[config.mk]
export PLATFORM = sky130hd
export DESIGN_NAME = ifm_row_ring_manager
export DESIGN_NICKNAME = d
export VERILOG_FILES = /design/src/rtl/ifm_row_ring_manager_pkg.sv /design/src/rtl/ifm_row_ring_manager_slot.sv /design/src/rtl/ifm_row_ring_manager.sv
export SDC_FILE = /design/constraint.sdc
export NUM_CORES = 1
export LEC_CHECK = 0
export CAP_MARGIN = 15
export CORE_MARGIN = 8
export CORE_UTILIZATION = 49
export DETAILED_ROUTE_END_ITERATION = 7
export PLACE_DENSITY = 0.77
export SLEW_MARGIN = 20
export SYNTH_ARGS = -nofsm -noshare
export SYNTH_HDL_FRONTEND = slang
export SYNTH_SLANG_ARGS = --single-unit
[constraint.sdc]
create_clock -name clk -period 2.5 [get_ports clk]
set_input_delay 0.625 -clock clk [delete_from_list [all_inputs] [get_ports clk]]
set_output_delay 0.625 -clock clk [all_outputs]
set_load 0.01 [all_outputs]
[src/rtl/ifm_row_ring_manager_pkg.sv]
// Shared types for the IFM row ring manager: per-buffer lifecycle states
// and default sizing used by the top level and its slot sub-module.
package ifm_row_ring_manager_pkg;

   typedef enum logic [1:0] {
      BUF_EMPTY   = 2'd0,
      BUF_LOADING = 2'd1,
      BUF_READY   = 2'd2,
      BUF_IN_USE  = 2'd3
   } buf_state_e;

   localparam int DEF_W_SIZE      = 10;
   localparam int DEF_IFM_BUF_CNT = 4;
   localparam int DEF_W_IFM_BUF   = 2;
   localparam int DEF_K_ROWS      = 3;

endpackage

[src/rtl/ifm_row_ring_manager_slot.sv]
// One IFM row buffer slot: tracks the buffer lifecycle state and the row
// index currently held. Commands from the top are only honoured in the
// state where they make sense, so stray pulses are harmless.
module ifm_row_ring_manager_slot
   import ifm_row_ring_manager_pkg::*;
#(
   parameter int W_SIZE = DEF_W_SIZE
) (
   input  logic              clk,
   input  logic              rstn,
   input  logic              load_i,
   input  logic [W_SIZE-1:0] row_i,
   input  logic              done_i,
   input  logic              grant_i,
   input  logic              free_i,
   input  logic              keep_i,
   output buf_state_e        state_o,
   output logic [W_SIZE-1:0] row_o
);

   buf_state_e        state_q, state_d;
   logic [W_SIZE-1:0] row_q;

   // Next lifecycle state; each command only applies in its source state
   always_comb begin
      state_d = state_q;
      unique case (state_q)
         BUF_EMPTY:   if (load_i)  state_d = BUF_LOADING;
         BUF_LOADING: if (done_i)  state_d = BUF_READY;
         BUF_READY:   if (grant_i) state_d = BUF_IN_USE;
         BUF_IN_USE: begin
            if (free_i)      state_d = BUF_EMPTY;
            else if (keep_i) state_d = BUF_READY;
         end
         default:     state_d = BUF_EMPTY;
      endcase
   end

   // State and captured row index; the row is latched when a load starts
   always_ff @(posedge clk or negedge rstn) begin
      if (!rstn) begin
         state_q <= BUF_EMPTY;
         row_q   <= '0;
      end else begin
         state_q <= state_d;
         if (load_i && (state_q == BUF_EMPTY)) row_q <= row_i;
      end
   end

   assign state_o = state_q;
   assign row_o   = row_q;

endmodule

[src/rtl/ifm_row_ring_manager.sv]
// IFM row ring manager: dispatches row loads to the ring tail, tracks load
// completion and grants conv_pe a window of K_ROWS consecutive ready rows
// starting at the ring head, released with stride 1 or 2.
// Optional macro IFM_BUF_ERR_EN adds a sticky protocol-error output o_err.
module ifm_row_ring_manager
   import ifm_row_ring_manager_pkg::*;
#(
   parameter int W_SIZE      = DEF_W_SIZE,
   parameter int IFM_BUF_CNT = DEF_IFM_BUF_CNT,
   parameter int W_IFM_BUF   = DEF_W_IFM_BUF,
   parameter int K_ROWS      = DEF_K_ROWS
) (
   input  logic                   clk,
   input  logic                   rstn,
   input  logic                   m_req_load,
   input  logic [W_SIZE-1:0]      m_req_row,
   output logic                   o_req_ready,
   output logic                   o_req_done,
   input  logic [IFM_BUF_CNT-1:0] m_buf_done,
   output logic [IFM_BUF_CNT-1:0] o_buf_sel,
   output logic [W_SIZE-1:0]      o_buf_row,
   input  logic                   m_win_req,
   input  logic                   m_win_release,
   input  logic                   m_release_stride,
   output logic                   o_win_valid,
   output logic [W_IFM_BUF-1:0]   o_win_base,
   output logic [W_SIZE-1:0]      o_win_row,
   output logic [W_IFM_BUF:0]     o_cnt,
   output logic                   o_full,
   output logic                   o_empty
`ifdef IFM_BUF_ERR_EN
   ,
   output logic                   o_err
`endif
);

   buf_state_e        slotState [IFM_BUF_CNT];
   logic [W_SIZE-1:0] slotRow   [IFM_BUF_CNT];

   logic [W_IFM_BUF-1:0]   head_q, tail_q;
   logic                   winActive_q;
   logic [IFM_BUF_CNT-1:0] bufSel_q;
   logic [W_SIZE-1:0]      bufRow_q;
   logic                   reqDone_q;
   logic [W_IFM_BUF:0]     cnt_q, cnt_d;
   logic                   full_q, empty_q;

   logic                   accept, grant, release_w, winReady;
   logic [IFM_BUF_CNT-1:0] inWin, inFree, loadingMask;
   logic [W_IFM_BUF:0]     relLen;
   logic [W_IFM_BUF-1:0]   offset;

   assign o_req_ready = (slotState[tail_q] == BUF_EMPTY);
   assign accept      = m_req_load && o_req_ready;
   assign release_w   = m_win_release && winActive_q;
   assign o_win_valid = !winActive_q && winReady;
   assign grant       = m_win_req && o_win_valid;
   assign relLen      = (m_release_stride && (K_ROWS >= 2)) ? (W_IFM_BUF+1)'(2) : (W_IFM_BUF+1)'(1);

   // Window and release masks by ring distance from head, plus readiness
   always_comb begin
      inWin       = '0;
      inFree      = '0;
      loadingMask = '0;
      winReady    = 1'b1;
      offset      = '0;
      for (int i = 0; i < IFM_BUF_CNT; i++) begin
         offset         = W_IFM_BUF'(i) - head_q;
         inWin[i]       = (32'(offset) < 32'(K_ROWS));
         inFree[i]      = ({1'b0, offset} < relLen);
         loadingMask[i] = (slotState[i] == BUF_LOADING);
         if (inWin[i] && (slotState[i] != BUF_READY)) winReady = 1'b0;
      end
   end

   // Occupancy after this edge: one more per accept, fewer by the freed rows
   always_comb begin
      cnt_d = cnt_q + (W_IFM_BUF+1)'(accept);
      if (release_w) cnt_d = cnt_d - relLen;
   end

   for (genvar g = 0; g < IFM_BUF_CNT; g++) begin : gSlot
      ifm_row_ring_manager_slot #(.W_SIZE(W_SIZE)) uSlot (
         .clk     (clk),
         .rstn    (rstn),
         .load_i  (accept && (tail_q == W_IFM_BUF'(g))),
         .row_i   (m_req_row),
         .done_i  (m_buf_done[g]),
         .grant_i (grant && inWin[g]),
         .free_i  (release_w && inFree[g]),
         .keep_i  (release_w && inWin[g] && !inFree[g]),
         .state_o (slotState[g]),
         .row_o   (slotRow[g])
      );
   end

   // Ring pointers, window ownership and registered status outputs
   always_ff @(posedge clk or negedge rstn) begin
      if (!rstn) begin
         head_q      <= '0;
         tail_q      <= '0;
         winActive_q <= 1'b0;
         bufSel_q    <= '0;
         bufRow_q    <= '0;
         reqDone_q   <= 1'b0;
         cnt_q       <= '0;
         full_q      <= 1'b0;
         empty_q     <= 1'b1;
      end else begin
         if (accept) tail_q <= tail_q + W_IFM_BUF'(1);
         if (release_w) begin
            head_q      <= head_q + relLen[W_IFM_BUF-1:0];
            winActive_q <= 1'b0;
         end else if (grant) begin
            winActive_q <= 1'b1;
         end
         bufSel_q  <= accept ? (IFM_BUF_CNT'(1) << tail_q) : '0;
         bufRow_q  <= accept ? m_req_row : '0;
         reqDone_q <= |(m_buf_done & loadingMask);
         cnt_q     <= cnt_d;
         full_q    <= (cnt_d == (W_IFM_BUF+1)'(IFM_BUF_CNT));
         empty_q   <= (cnt_d == '0);
      end
   end

`ifdef IFM_BUF_ERR_EN
   logic err_q;

   // Sticky flag for stray dones, loads into a busy tail and orphan releases
   always_ff @(posedge clk or negedge rstn) begin
      if (!rstn) begin
         err_q <= 1'b0;
      end else if ((|(m_buf_done & ~loadingMask)) ||
                   (m_req_load && !o_req_ready) ||
                   (m_win_release && !winActive_q)) begin
         err_q <= 1'b1;
      end
   end

   assign o_err = err_q;
`endif

   assign o_buf_sel  = bufSel_q;
   assign o_buf_row  = bufRow_q;
   assign o_req_done = reqDone_q;
   assign o_win_base = head_q;
   assign o_win_row  = slotRow[head_q];
   assign o_cnt      = cnt_q;
   assign o_full     = full_q;
   assign o_empty    = empty_q;

endmodule

# Yosys cells after proc, flatten, opt, wreduce, memory -nomap -nowiden
# Cells that the tools add are included.
# totals
word_cells,165
register_bits,73
# op_classes
add_sub_neg,8
n_mux,40
shifts,1
reduce_logical,50
n_lt_le_gt_ge,10
n_eq_ne,36
n_bitwise,3
# op_table
cell,count
$mux 2,23
$logic_and 1x1->1,32
$pmux 2 s4,4
$mux 10,3
$bmux 10 s2,1
$eq 2x2->1 const B,10
$ne 2x1->1 const B,8
$ne 2x2->1 const B,8
$reduce_and 4->1,4
$logic_not 2->1,6
$ne 3x1->1 const B,4
$eq 2x1->1 const B,5
$lt 2x2->1,4
$lt 2x2->1 const B,4
$ge 3x3->1 const B,2
$mux 1,6
$not 2->3,2
$logic_not 1->1,5
$and 4x4->4,1
$bmux 2 s2,1
$mux 4,1
$reduce_or 4->1,1
$shl 1x2->4 const A,1
$sub 1x2->2 const A,2
9 further kinds,10

# Logic depth before layout (Yosys ltp)
# Gate-level depths: netlist of the first run.
# logic_depth
depth_word,12
ltp_mapped,12
mapped_depth_nobuf,11

# Cells and area by module
# A second synthesis of the first run with hierarchy kept.
# unflattened
cells_unflattened,286
area_unflattened_um2,3677.3
# modules_own_cells
module,area_each_um2,instances,cells_per_inst
ifm_row_ring_manager_slot,481.7,4,29
ifm_row_ring_manager,1750.4,1,170

# Worst setup path after synthesis of the first run
# OpenSTA, ideal clock, no wires.
# synth_timing
path_type,register to register
startpoint,reg tail_q[1]
endpoint,"reg empty_q, in the netlist o_empty"
stages_incl_launch_ff,12
setup_time_ps,59
period_less_slack_ps,2793
path_slack_ps,-293
t_required_ps,2441
t_arrival_ps,2734
path_cell_list,dfrtp_1 inv_1 mux4_2 buf_6 and2_1 ha_1 inv_1 ha_1 inv_1 fa_1 nor3b_1 o21ba_2
# synth_via
elab_chain_len,10
# synth_rtl
item,line_no,source
"start, declared",ifm_row_ring_manager.sv:40,"logic [W_IFM_BUF-1:0] head_q, tail_q;"
"start signal, assigned",ifm_row_ring_manager.sv:110,if (accept) tail_q <= tail_q + W_IFM_BUF'(1);
$not 2->3 (not written as such) (*),ifm_row_ring_manager.sv:53,assign o_req_ready = (slotState[tail_q] == BUF_EMPTY);
$bmux 2 s2 (*),ifm_row_ring_manager.sv:53,
$mux 2 (not written as such) (*) (2 in a row),ifm_row_ring_manager.sv:53,
$logic_not 2->1 (*),ifm_row_ring_manager.sv:53,
$logic_and 1x1->1 (*),ifm_row_ring_manager.sv:54,assign accept = m_req_load && o_req_ready;
$add 3x1->3 (*),ifm_row_ring_manager.sv:78,cnt_d = cnt_q + (W_IFM_BUF+1)'(accept);
$sub 3x2->3,ifm_row_ring_manager.sv:79,if (release_w) cnt_d = cnt_d - relLen;
$mux 3 (*),ifm_row_ring_manager.sv:79,
$logic_not 3->1 (*),ifm_row_ring_manager.sv:122,empty_q <= (cnt_d == '0);
"end signal, assigned",ifm_row_ring_manager.sv:122,
"end, declared",ifm_row_ring_manager.sv:46,"logic full_q, empty_q;"
# Mark *: on every way between the ends. The rest lies on a longest branch, timed or not. The select of a mux whose other input is x is not followed.
# A chain may end at the register's enable or synchronous reset.

# Final worst setup path of the first run
# Ends and elaborated chain as after synthesis.

==> results of run 1 <==
==> how the worst min path moves through the flow <==
stage | end | slack [ps]
6_report | o_win_base[0] | 200
5_1_grt | o_win_base[0] | 210
4_1_cts | o_cnt[0] | 200
3_5_place_dp | gSlot[2].uSlot.row_o[1] | 490
3_3_place_gp | gSlot[3].uSlot.row_o[8] | 480
2_1_floorplan | gSlot[0].uSlot.row_o[0] | 330
==> worst max-delay path: stages, from the launching register on <==
cell and delay [ps]:
dfrtp_1 390, inv_2 70, mux4_2 500, and2_4 170
ha_4 270, inv_2 40, ha_4 150, inv_2 50
fa_2 450, nor3b_2 210, o21ba_2 180
==> synth_stat cells (all sizes together), types with 5 or more instances <==
library cell / number / area (sq um)
buf: 5 / 42.5
mux2: 40 / 450
mux4: 11 / 248
dfrtp: 72 / 1800
inv: 15 / 56.3
o21ai: 18 / 90.1
clkbuf: 5 / 18.8
and3: 14 / 92.6
nand2: 15 / 56.3
nor2: 7 / 31.3
ha: 18 / 225
nor2b: 7 / 43.8
==> repair_timing <==
item,4_1_cts,5_1_grt
pin swaps,5,1
resized for setup,14,5
endpoints found under the setup margin,14,5
setup buffers,3,1
==> layout make-up <==
| class | count | area share (%) |
|---|---|---|
| multi-input cells | 172 | 35.5 |
| flip-flops and latches | 73 | 40.0 |
| repair buffers | 85 | 16.6 |
| well taps | 99 | 2.71 |
| clock inverters | 7 | 1.34 |
| inverters | 15 | 1.23 |
| clock buffers | 9 | 2.71 |
==> cell families after synthesis <==
kind of cell    Yosys count  share of synthesized area (%)
xor+xnor                  4                          0.996
mux                      51                           19.8
fa+ha+maj                19                           6.97
flops                    73                           51.9
compound gates           35                           6.29
simple gates             63                           10.6
buf+inv                  25                           3.34
==> layer usage <==
layer	track usage (%)	share of wire (%)	routed length (microns)	vias up
met5	0	0	0	-
met4	6.51	2.4	184	0
met3	3.45	3.1	237	14
met2	25.5	51	3880	44
met1	18.7	43	3310	1203
li1	-	-	-	1147
==> through the flow <==
step / hold slack, ps / worst slack [ps] / power (mW) / utilization, %
after floorplan: 329 / -138 / 3.62 / -
after global placement: 482 / -79.7 / 4.78 / 61.7
after detailed placement: 487 / -141 / 4.88 / 61.7
after CTS: 197 / -10.9 / 5.69 / 64.4
after global routing: 213 / -131 / 6.09 / 64.5
final: 201 / -19.1 / 5.69 / 64.5
==> registers in the layout, summed over array words and instances, names as in the netlist <==
register and cells:
gSlot.uSlot.state_o 8, o_win_base 2, tail_q 2, o_empty 1
o_req_done 1, o_buf_row 10, gSlot.uSlot.row_o 40, o_cnt 3
o_full 1, winActive_q 1, o_buf_sel 4
==> layout by cell type, fill, tap and decap left out, types with 4 or more instances in the layout <==
master | synthesis | routed
dfrtp_1 | 72 | 71
mux2_2 | 40 | 40
clkdlybuf4s50_1 | 0 | 40
buf_4 | 2 | 31
o21ai_0 | 18 | 18
nand2_1 | 15 | 15
ha_1 | 18 | 14
and3_1 | 13 | 13
inv_1 | 15 | 11
mux4_2 | 11 | 11
dlygate4sd2_1 | 0 | 11
clkbuf_8 | 0 | 9
nor2b_1 | 7 | 7
nor2_1 | 5 | 5
inv_2 | 0 | 4
nand3_1 | 4 | 4
o31ai_1 | 4 | 4
inv_6 | 0 | 4
==> power breakdown <==
| group | switching, mW | internal [mW] | total (mW) | leakage (nW) |
|---|---|---|---|---|
| clock network | 0.479 | 0.381 | 0.860 | 0.0892 |
| registers | 0.259 | 1.68 | 1.94 | 0.917 |
| logic | 1.30 | 1.59 | 2.89 | 1.11 |
| total | 2.03 | 3.66 | 5.69 | 2.11 |
==> results.yml, run 1 <==
status:
  status: "finished, violations left"
  violations: "setup timing"
layout:
  n_antenna_cell: 0
  stdcell_area_sq_um: 4580
  instances_no_fill: 460
  drive_gt1_share_pct: 34.3
  multiInputGateArea_sq_um: 1620
  fin_nets: 395
  final-seq-area_sq_um: 1830
  nFillCells: 565
  area.growth.synth_to_final_pct: 30.1
timing:
  setup_viol: 1
  hold_viol: 0
  finClkSkew_ps: 7.62
  drv_slew: 0
  post-route-period-util_pct: 101
  timing.fmax_ghz: 0.397
  rsz0062_at_grt: "yes"
  fin_crit_ps: 2520
  slew_headroom_pct: 70.2
  tightest_slew_ps: 447
  final.setup.tns_ps: -19.1
  finalWorstSetupSlack_ps: -19.1
placed_design:
  placement.io_buffers: 53
  routabilityCongestion: 0.864
  placedCellCount: 440
  post-dp-hpwl_microns: 5580
  dpl-instance-area_sq_um: 4380
global_routing:
  grt_antenna_before_repair: 0
  grt_max_degree: 25
  grt_pass1_wl_microns: 12100
  first_global_vias: 2498
  grt_util_all_layers_pct: 15.3
  grt_overflow: 0
power_and_ir_drop:
  pwr_density_cell_nw_per_um2: 1240
  leakagePower_nw: 2.11
  ir_drop_v: 0.000725
synthesis:
  yosys_warnings: 0
  synth_cells: 270
  ys_async_sr_fraction_pct: 100
  synth_seq_cells: 73
  synthFlopType: "dfrtp_1"
  ys_types: 40
  synth_fp_nets: 309
  synth_area_sq_um: 3520
  postSynthAreaPerCell_sq_um: 13.0
  synth_edf_count: 0
  seq_area_frac_synth_pct: 51.9
cts:
  clockRootBuffer: "clkbuf_8"
  cts-buffers-inserted: 9
  path_clk_slew_ps: 90
  clk_path_buf_depth: 2
  cts_tree: "done"
  cts_sinks: 73
  holdBufCountCts: 0
  htreeDepth: 3
  clock_latency_ps: 340
floorplan:
  start_util_pct: 49.6
  placementRows: 31
  coreArea_sq_um: 7100
  die_h_microns: 101
  ioPinCount: 54
  die_area_sq_um: 10200
  die_w_microns: 101
setup_path:
  worstReg2RegEnd: "o_empty"
  worstSetupPathType: "reg -> reg"
  worst_setup_path_start_kind: "flop"
  arrival_ps: 2810
  critPathCaptureType: "flop"
  ff2ff_path_depth: 10
  timing.critical_path.from: "tail_q[1]"
  critical_path.endpoint: "o_empty"
  reg2reg_from: "tail_q[1]"
  path_max_fanout: 2
  rrSetupSlack_ps: -20
  required_ps: 2790
drt:
  initialDrtViolationCount: 78
  viasPerCell: 5.23
  drtPass1Iterations: 4
  drc: 0
  wl_microns: 7600
  routedWlPerCell_microns: 16.5
  ant_nets: 0
  num_vias: 2408
run:
  max_cap_viol_count: 0
worst_hold_path:
  min_path_type: "in -> async"
No activity file was read; power rests on OpenSTA's default activity.
==> run 2: changes to the inputs <==
--- a/config.mk
+++ b/config.mk
@@ -5,12 +5,14 @@
 export SDC_FILE = /design/constraint.sdc
 export NUM_CORES = 1
 export LEC_CHECK = 0
+export ABC_AREA = 1
 export CAP_MARGIN = 15
-export CORE_MARGIN = 8
-export CORE_UTILIZATION = 49
+export CORE_MARGIN = 2
+export CORE_UTILIZATION = 50
 export DETAILED_ROUTE_END_ITERATION = 7
-export PLACE_DENSITY = 0.77
+export PLACE_DENSITY = 0.78
 export SLEW_MARGIN = 20
 export SYNTH_ARGS = -nofsm -noshare
 export SYNTH_HDL_FRONTEND = slang
+export SYNTH_HIERARCHICAL = 1
 export SYNTH_SLANG_ARGS = --single-unit
==> run 2 against run 1 <==
Net effect: the run now ends clean; register-to-register slack gained 200 ps; worst hold slack lost 71 ps; sequential cell count is the same; critical path depth shrank 4; core utilization grew 0.45 points; synthesized cell count grew 88%; global-route usage grew 9.2 points; critical endpoint is now o_win_valid.
==> results.yml, run 2 <==
status:
  status: "finished clean"
placed_design:
  placement.io_buffers: 53
  post-dp-hpwl_microns: 6940
  routabilityCongestion: 0.907
  pre_cts_slack_ps: -211
global_routing:
  grt_max_degree: 65
  grt_util_all_layers_pct: 24.6
  grt_antenna_before_repair: 0
  grt_overflow: 0
  first_global_vias: 3463
  grt_pass1_wl_microns: 16600
setup_path:
  worst_setup_path_start_kind: "flop"
  path_cells: "inv_2 -> ha_1 -> o21bai_1 -> nand2_1 -> nor3_1 -> dlygate4sd2_1"
  worstSetupPathType: "reg -> out"
  arrival_ps: 1750
  critPathCaptureType: "output port"
  cp_slowest_stage_delay_ps: 410
  crit_slowest_cell: "dfrtp_1"
  required_ps: 1880
  path_max_fanout: 3
timing:
  slew_headroom_pct: 57.8
  drv_slew: 0
  setup_viol: 0
  hold_viol: 0
  rsz0062_at_grt: "yes"
  post-route-period-util_pct: 95.2
  finClkSkew_ps: 13.8
  tightest_slew_ps: 632
  fin_crit_ps: 2380
  timing.fmax_ghz: 0.420
  finalWorstSetupSlack_ps: 121
floorplan:
  die_h_microns: 93.3
  start_util_pct: 51.6
  die_area_sq_um: 8710
  die_w_microns: 93.3
  coreArea_sq_um: 7730
  ioPinCount: 54
  placementRows: 32
layout:
  fin_nets: 618
  multiInputGateArea_sq_um: 1810
  n_antenna_cell: 0
  final_common_cell: "nand2_1"
  fin_util_pct: 64.9
  largest_reg_flops: 40
  drive_gt1_share_pct: 13.8
  area.growth.synth_to_final_pct: 25.8
  final_cell_mix: "145 x nand2_1, 69 x dfrtp_1, 62 x inv_1"
  nFillCells: 646
  final-seq-area_sq_um: 1830
cts:
  cts_tree: "done"
  clock_latency_ps: 350
  htreeDepth: 3
  clk_path_buf_depth: 2
  holdBufCountCts: 0
  clockRootBuffer: "clkbuf_8"
  cts_sinks: 73
  path_clk_slew_ps: 80
  cts-buffers-inserted: 9
synthesis:
  synth_top_area_share_pct: 45.2
  ys_async_sr_fraction_pct: 100
  seq_area_frac_synth_pct: 45.8
  synthFlopType: "dfrtp_1"
  synth_cells: 507
  yosys.area.top_type: "dfrtp_1"
  yosys_warnings: 6
  synth_area_leaders: "dfrtp_1 45%, nand2_1 14%, nand3_1 7.1%"
  synth_area_sq_um: 3990
  ys_types: 30
  synth_edf_count: 0
  synth_fp_nets: 545
  synth_seq_cells: 73
  synthTopCellsByCount: "145 x nand2_1, 72 x dfrtp_1, 64 x inv_1, 57 x nand3_1, 53 x nor2_1"
  postSynthAreaPerCell_sq_um: 7.87
  yosysMostFrequentCell: "nand2_1"
worst_hold_path:
  min_path_type: "in -> async"
drt:
  num_vias: 3582
  routedWlPerCell_microns: 14.1
  initialDrtViolationCount: 223
  wl_microns: 9670
  viasPerCell: 5.21
  drtPass1Iterations: 5
  ant_nets: 0
  drc: 0
run:
  max_cap_viol_count: 0
power_and_ir_drop:
  pwr_density_cell_nw_per_um2: 1260
  p_total_mw: 6.30
  ir_drop_v: 0.000683
  leakagePower_nw: 2.71
[run 2: cell count changes in the layout (fill, tap and decap cells not counted), moves of 5 or more]
| cell | previous run | this run |
|---|---|---|
| and3_1 | 13 | 0 |
| buf_4 | 31 | 22 |
| inv_1 | 11 | 62 |
| mux2_2 | 40 | 0 |
| mux4_2 | 11 | 0 |
| nand2_1 | 15 | 145 |
| nand2_2 | 0 | 5 |
| nand3_1 | 4 | 57 |
| nor2_1 | 5 | 52 |
| nor2_4 | 0 | 10 |
| nor2b_1 | 7 | 0 |
| o21ai_0 | 18 | 28 |
| o22ai_1 | 3 | 10 |
[run 2: worst max-delay path: cells and delay by family, from the launching register on]
family | cells | cell delay, ps
AND/OR/NAND/NOR | 2 | 240
flip-flops | 1 | 410
adder cells (fa/ha/maj) | 1 | 210
AO/OA/AOI/OAI | 1 | 150
buffers and inverters | 2 | 400
[run 2: through the flow]
stage	std cells	hold slack (ps)	cell area (sq um)	setup TNS (ps)
floorplan	507	329	3990	0
global placement	670	449	4740	-428
detailed placement	670	453	4740	-558
CTS	686	123	4990	0
global route	687	136	5020	-51.2
finish	687	130	5020	0
[run 2: routing by layer]
metal	global-route usage, %	wire length, microns
met2	41.2	4830
met1	32.0	4100
met3	3.38	541
met5	0	0
met4	10.4	199
[run 2: area by class of cell]
class                      instances  share of cell area [%]
sequential                        73                    36.5
multi-input combinational        349                    36.1
timing repair buffer              78                    14.6
inverter                          69                    5.21
clock buffer                      10                    2.74
tap                              102                    2.54
clock inverter                     6                    2.24
[run 2: repair_timing]
item                                   4_1_cts  5_1_grt
gates cloned                                 0        0
endpoints found under the hold margin        0        0
buffers inserted                             0        1
gates resized for setup                     13       10
setup endpoints to repair                   11        6
pin swaps                                    0        2
[run 2: worst paths after layout]
| path | end | slack (ps) | cells past startpoint | startpoint |
|---|---|---|---|---|
| max | o_win_valid | 120 | 6 | o_win_base[0] |
| min | gSlot[1].uSlot/state_o[1] | 130 | 1 | rstn |
| max reg2reg | o_empty | 180 | 14 | tail_q[0] |
| min reg2reg | gSlot[1].uSlot/row_o[6] | 470 | 2 | gSlot[1].uSlot/row_o[6] |
| max in group asynchronous | o_empty | 1700 | 2 | rstn |
| min in group clk | gSlot[1].uSlot/row_o[6] | 470 | 2 | gSlot[1].uSlot/row_o[6] |
[run 2: where the power goes]
part | internal (mW) | switching [mW]
combinational | 1.31 | 1.90
clock | 0.694 | 0.464
sequential | 1.64 | 0.291
[run 2: kinds of logic (layout without fill, tap and decap cells)]
family	count (synthesis)	in the layout	synth area share, %
flip-flops	73	73	45.8
AND/OR/NAND/NOR	282	282	31.9
adder cells (fa/ha/maj)	18	18	6.21
XOR/XNOR	2	2	0.439
AO/OA/AOI/OAI	47	47	6.84
buffers and inverters	85	163	8.81
==> run 3: changes to the inputs <==
--- a/config.mk
+++ b/config.mk
@@ -7,6 +7,7 @@
 export LEC_CHECK = 0
 export ABC_AREA = 1
 export CAP_MARGIN = 15
+export CORE_ASPECT_RATIO = 1.1
 export CORE_MARGIN = 2
 export CORE_UTILIZATION = 50
 export DETAILED_ROUTE_END_ITERATION = 7
==> run 3 against run 2 <==
Net effect: clock power down 27%; sequential cell count unchanged; die area about the same; global-route usage down 1.3 points; sequential share of layout area up 0.40 points; register-to-register slack worse by 80 ps; final area down 1.1%; routed wire length up 0.20%; power down 4.7%; non-clock buffer count unchanged; worst hold slack better by 180 ps; setup slack worse by 35 ps; critical endpoint unchanged; largest cell class unchanged; highest routed layer unchanged.
==> results.yml, run 3 (same netlist as run 2, synthesis figures left out) <==
global_routing:
  grt_overflow: 0
  grt_max_degree: 74
  grt_antenna_before_repair: 0
  grt_util_all_layers_pct: 23.3
  grt_pass1_wl_microns: 15900
  first_global_vias: 3419
placed_design:
  dpl-instance-area_sq_um: 4740
  placedCellCount: 674
  post-dp-hpwl_microns: 6750
  placement.io_buffers: 53
  routabilityCongestion: 0.964
drt:
  initialDrtViolationCount: 245
  drc: 0
  num_vias: 3587
  viasPerCell: 5.18
  ant_nets: 0
  routedWlPerCell_microns: 14.0
  wl_microns: 9690
  drtPass1Iterations: 5
floorplan:
  die_w_microns: 89.2
  placementRows: 34
  die_area_sq_um: 8710
  die_h_microns: 97.7
  start_util_pct: 51.0
  coreArea_sq_um: 7830
  ioPinCount: 54
timing:
  hold_viol: 0
  timing.fmax_ghz: 0.414
  rsz0062_at_grt: "yes"
  finClkSkew_ps: 6.25
  setup_viol: 0
  fin_crit_ps: 2410
  drv_slew: 0
  post-route-period-util_pct: 96.5
  slew_headroom_pct: 56.0
  tightest_slew_ps: 659
setup_path:
  required_ps: 1880
  timing.critical_path.from: "o_win_base[1]"
  worstSetupPathType: "reg -> out"
  arrival_ps: 1790
  worst_setup_path_start_kind: "flop"
  reg2reg_from: "tail_q[0]"
  path_max_fanout: 3
  critPathCaptureType: "output port"
cts:
  clockRootBuffer: "clkbuf_8"
  cts-buffers-inserted: 9
  htreeDepth: 3
  path_clk_slew_ps: 70
  clock_latency_ps: 340
  cts_tree: "done"
  clk_path_buf_depth: 2
  holdBufCountCts: 0
  cts_sinks: 73
run:
  max_cap_viol_count: 0
layout:
  stdcell_area_sq_um: 4960
  final_cell_mix: "144 x nand2_1, 69 x dfrtp_1, 63 x inv_1"
  largest_reg_flops: 40
  n_antenna_cell: 0
  instances_no_fill: 692
  fin_nets: 618
  drive_gt1_share_pct: 13.7
  final_common_cell: "nand2_1"
  area.growth.synth_to_final_pct: 24.4
status:
  status: "finished clean"
power_and_ir_drop:
  pwr_density_cell_nw_per_um2: 1210
  p_total_mw: 6.01
  leakagePower_nw: 2.70
  ir_drop_v: 0.000614
worst_hold_path:
  min_path_type: "in -> async"
[run 3: cell type report]
| class | count | area (sq um) |
|---|---|---|
| fill | 712 | 2860 |
| tap | 108 | 135 |
| timing repair buffer | 78 | 744 |
| clock buffer | 11 | 151 |
| sequential | 73 | 1830 |
| inverter | 69 | 259 |
| clock inverter | 4 | 27.5 |
| multi-input combinational | 349 | 1820 |
[run 3: power by group]
group / internal [mW] / switching, mW
Clock: 0.411 / 0.433
Sequential: 1.64 / 0.270
Combinational: 1.33 / 1.92
[run 3: metrics by stage]
step	hold WS [ps]	setup slack [ps]	setup TNS [ps]	utilization [%]
3_5_place_dp	454	-263	-720	60.5
4_1_cts	317	3.91	0	62.9
6_report	310	86.6	0	63.4
3_3_place_gp	449	-158	-409	60.5
5_1_grt	318	-75.8	-84.3	63.4
2_1_floorplan	329	84.5	0	-
[run 3: what timing repair did]
action,4_1_cts,5_1_grt
gates resized for setup,13,9
buffers inserted,0,3
setup endpoints to repair,13,8
[run 3: metal layers]
layer | wire length (microns) | global-route usage [%] | vias up
met3 | 669 | 3.74 | 15
met1 | 3990 | 30.6 | 1706
met2 | 4880 | 39.0 | 139
met5 | 0 | 0 | -
li1 | - | - | 1727
met4 | 147 | 6.89 | 0
[run 3: worst paths after layout]
| path | cells after the start | end | slack [ps] |
|---|---|---|---|
| worst max-delay path | 6 | o_win_valid | 90 |
| worst min-delay path | 2 | gSlot[0].uSlot/row_o[7] | 310 |
| worst max register to register | 15 | o_empty | 100 |
| worst min register to register | 2 | gSlot[1].uSlot/row_o[0] | 470 |
| max in group asynchronous | 2 | tail_q[0] | 1860 |
| min in group clk | 2 | gSlot[1].uSlot/row_o[0] | 470 |
[run 3: worst max-delay path, cell delays in order, from the launching register on]
cell and delay [ps]:
dfrtp_1 410, inv_1 140, ha_1 220, o21bai_1 130, nand2_1 80, nor3_1 180
dlygate4sd2_1 300
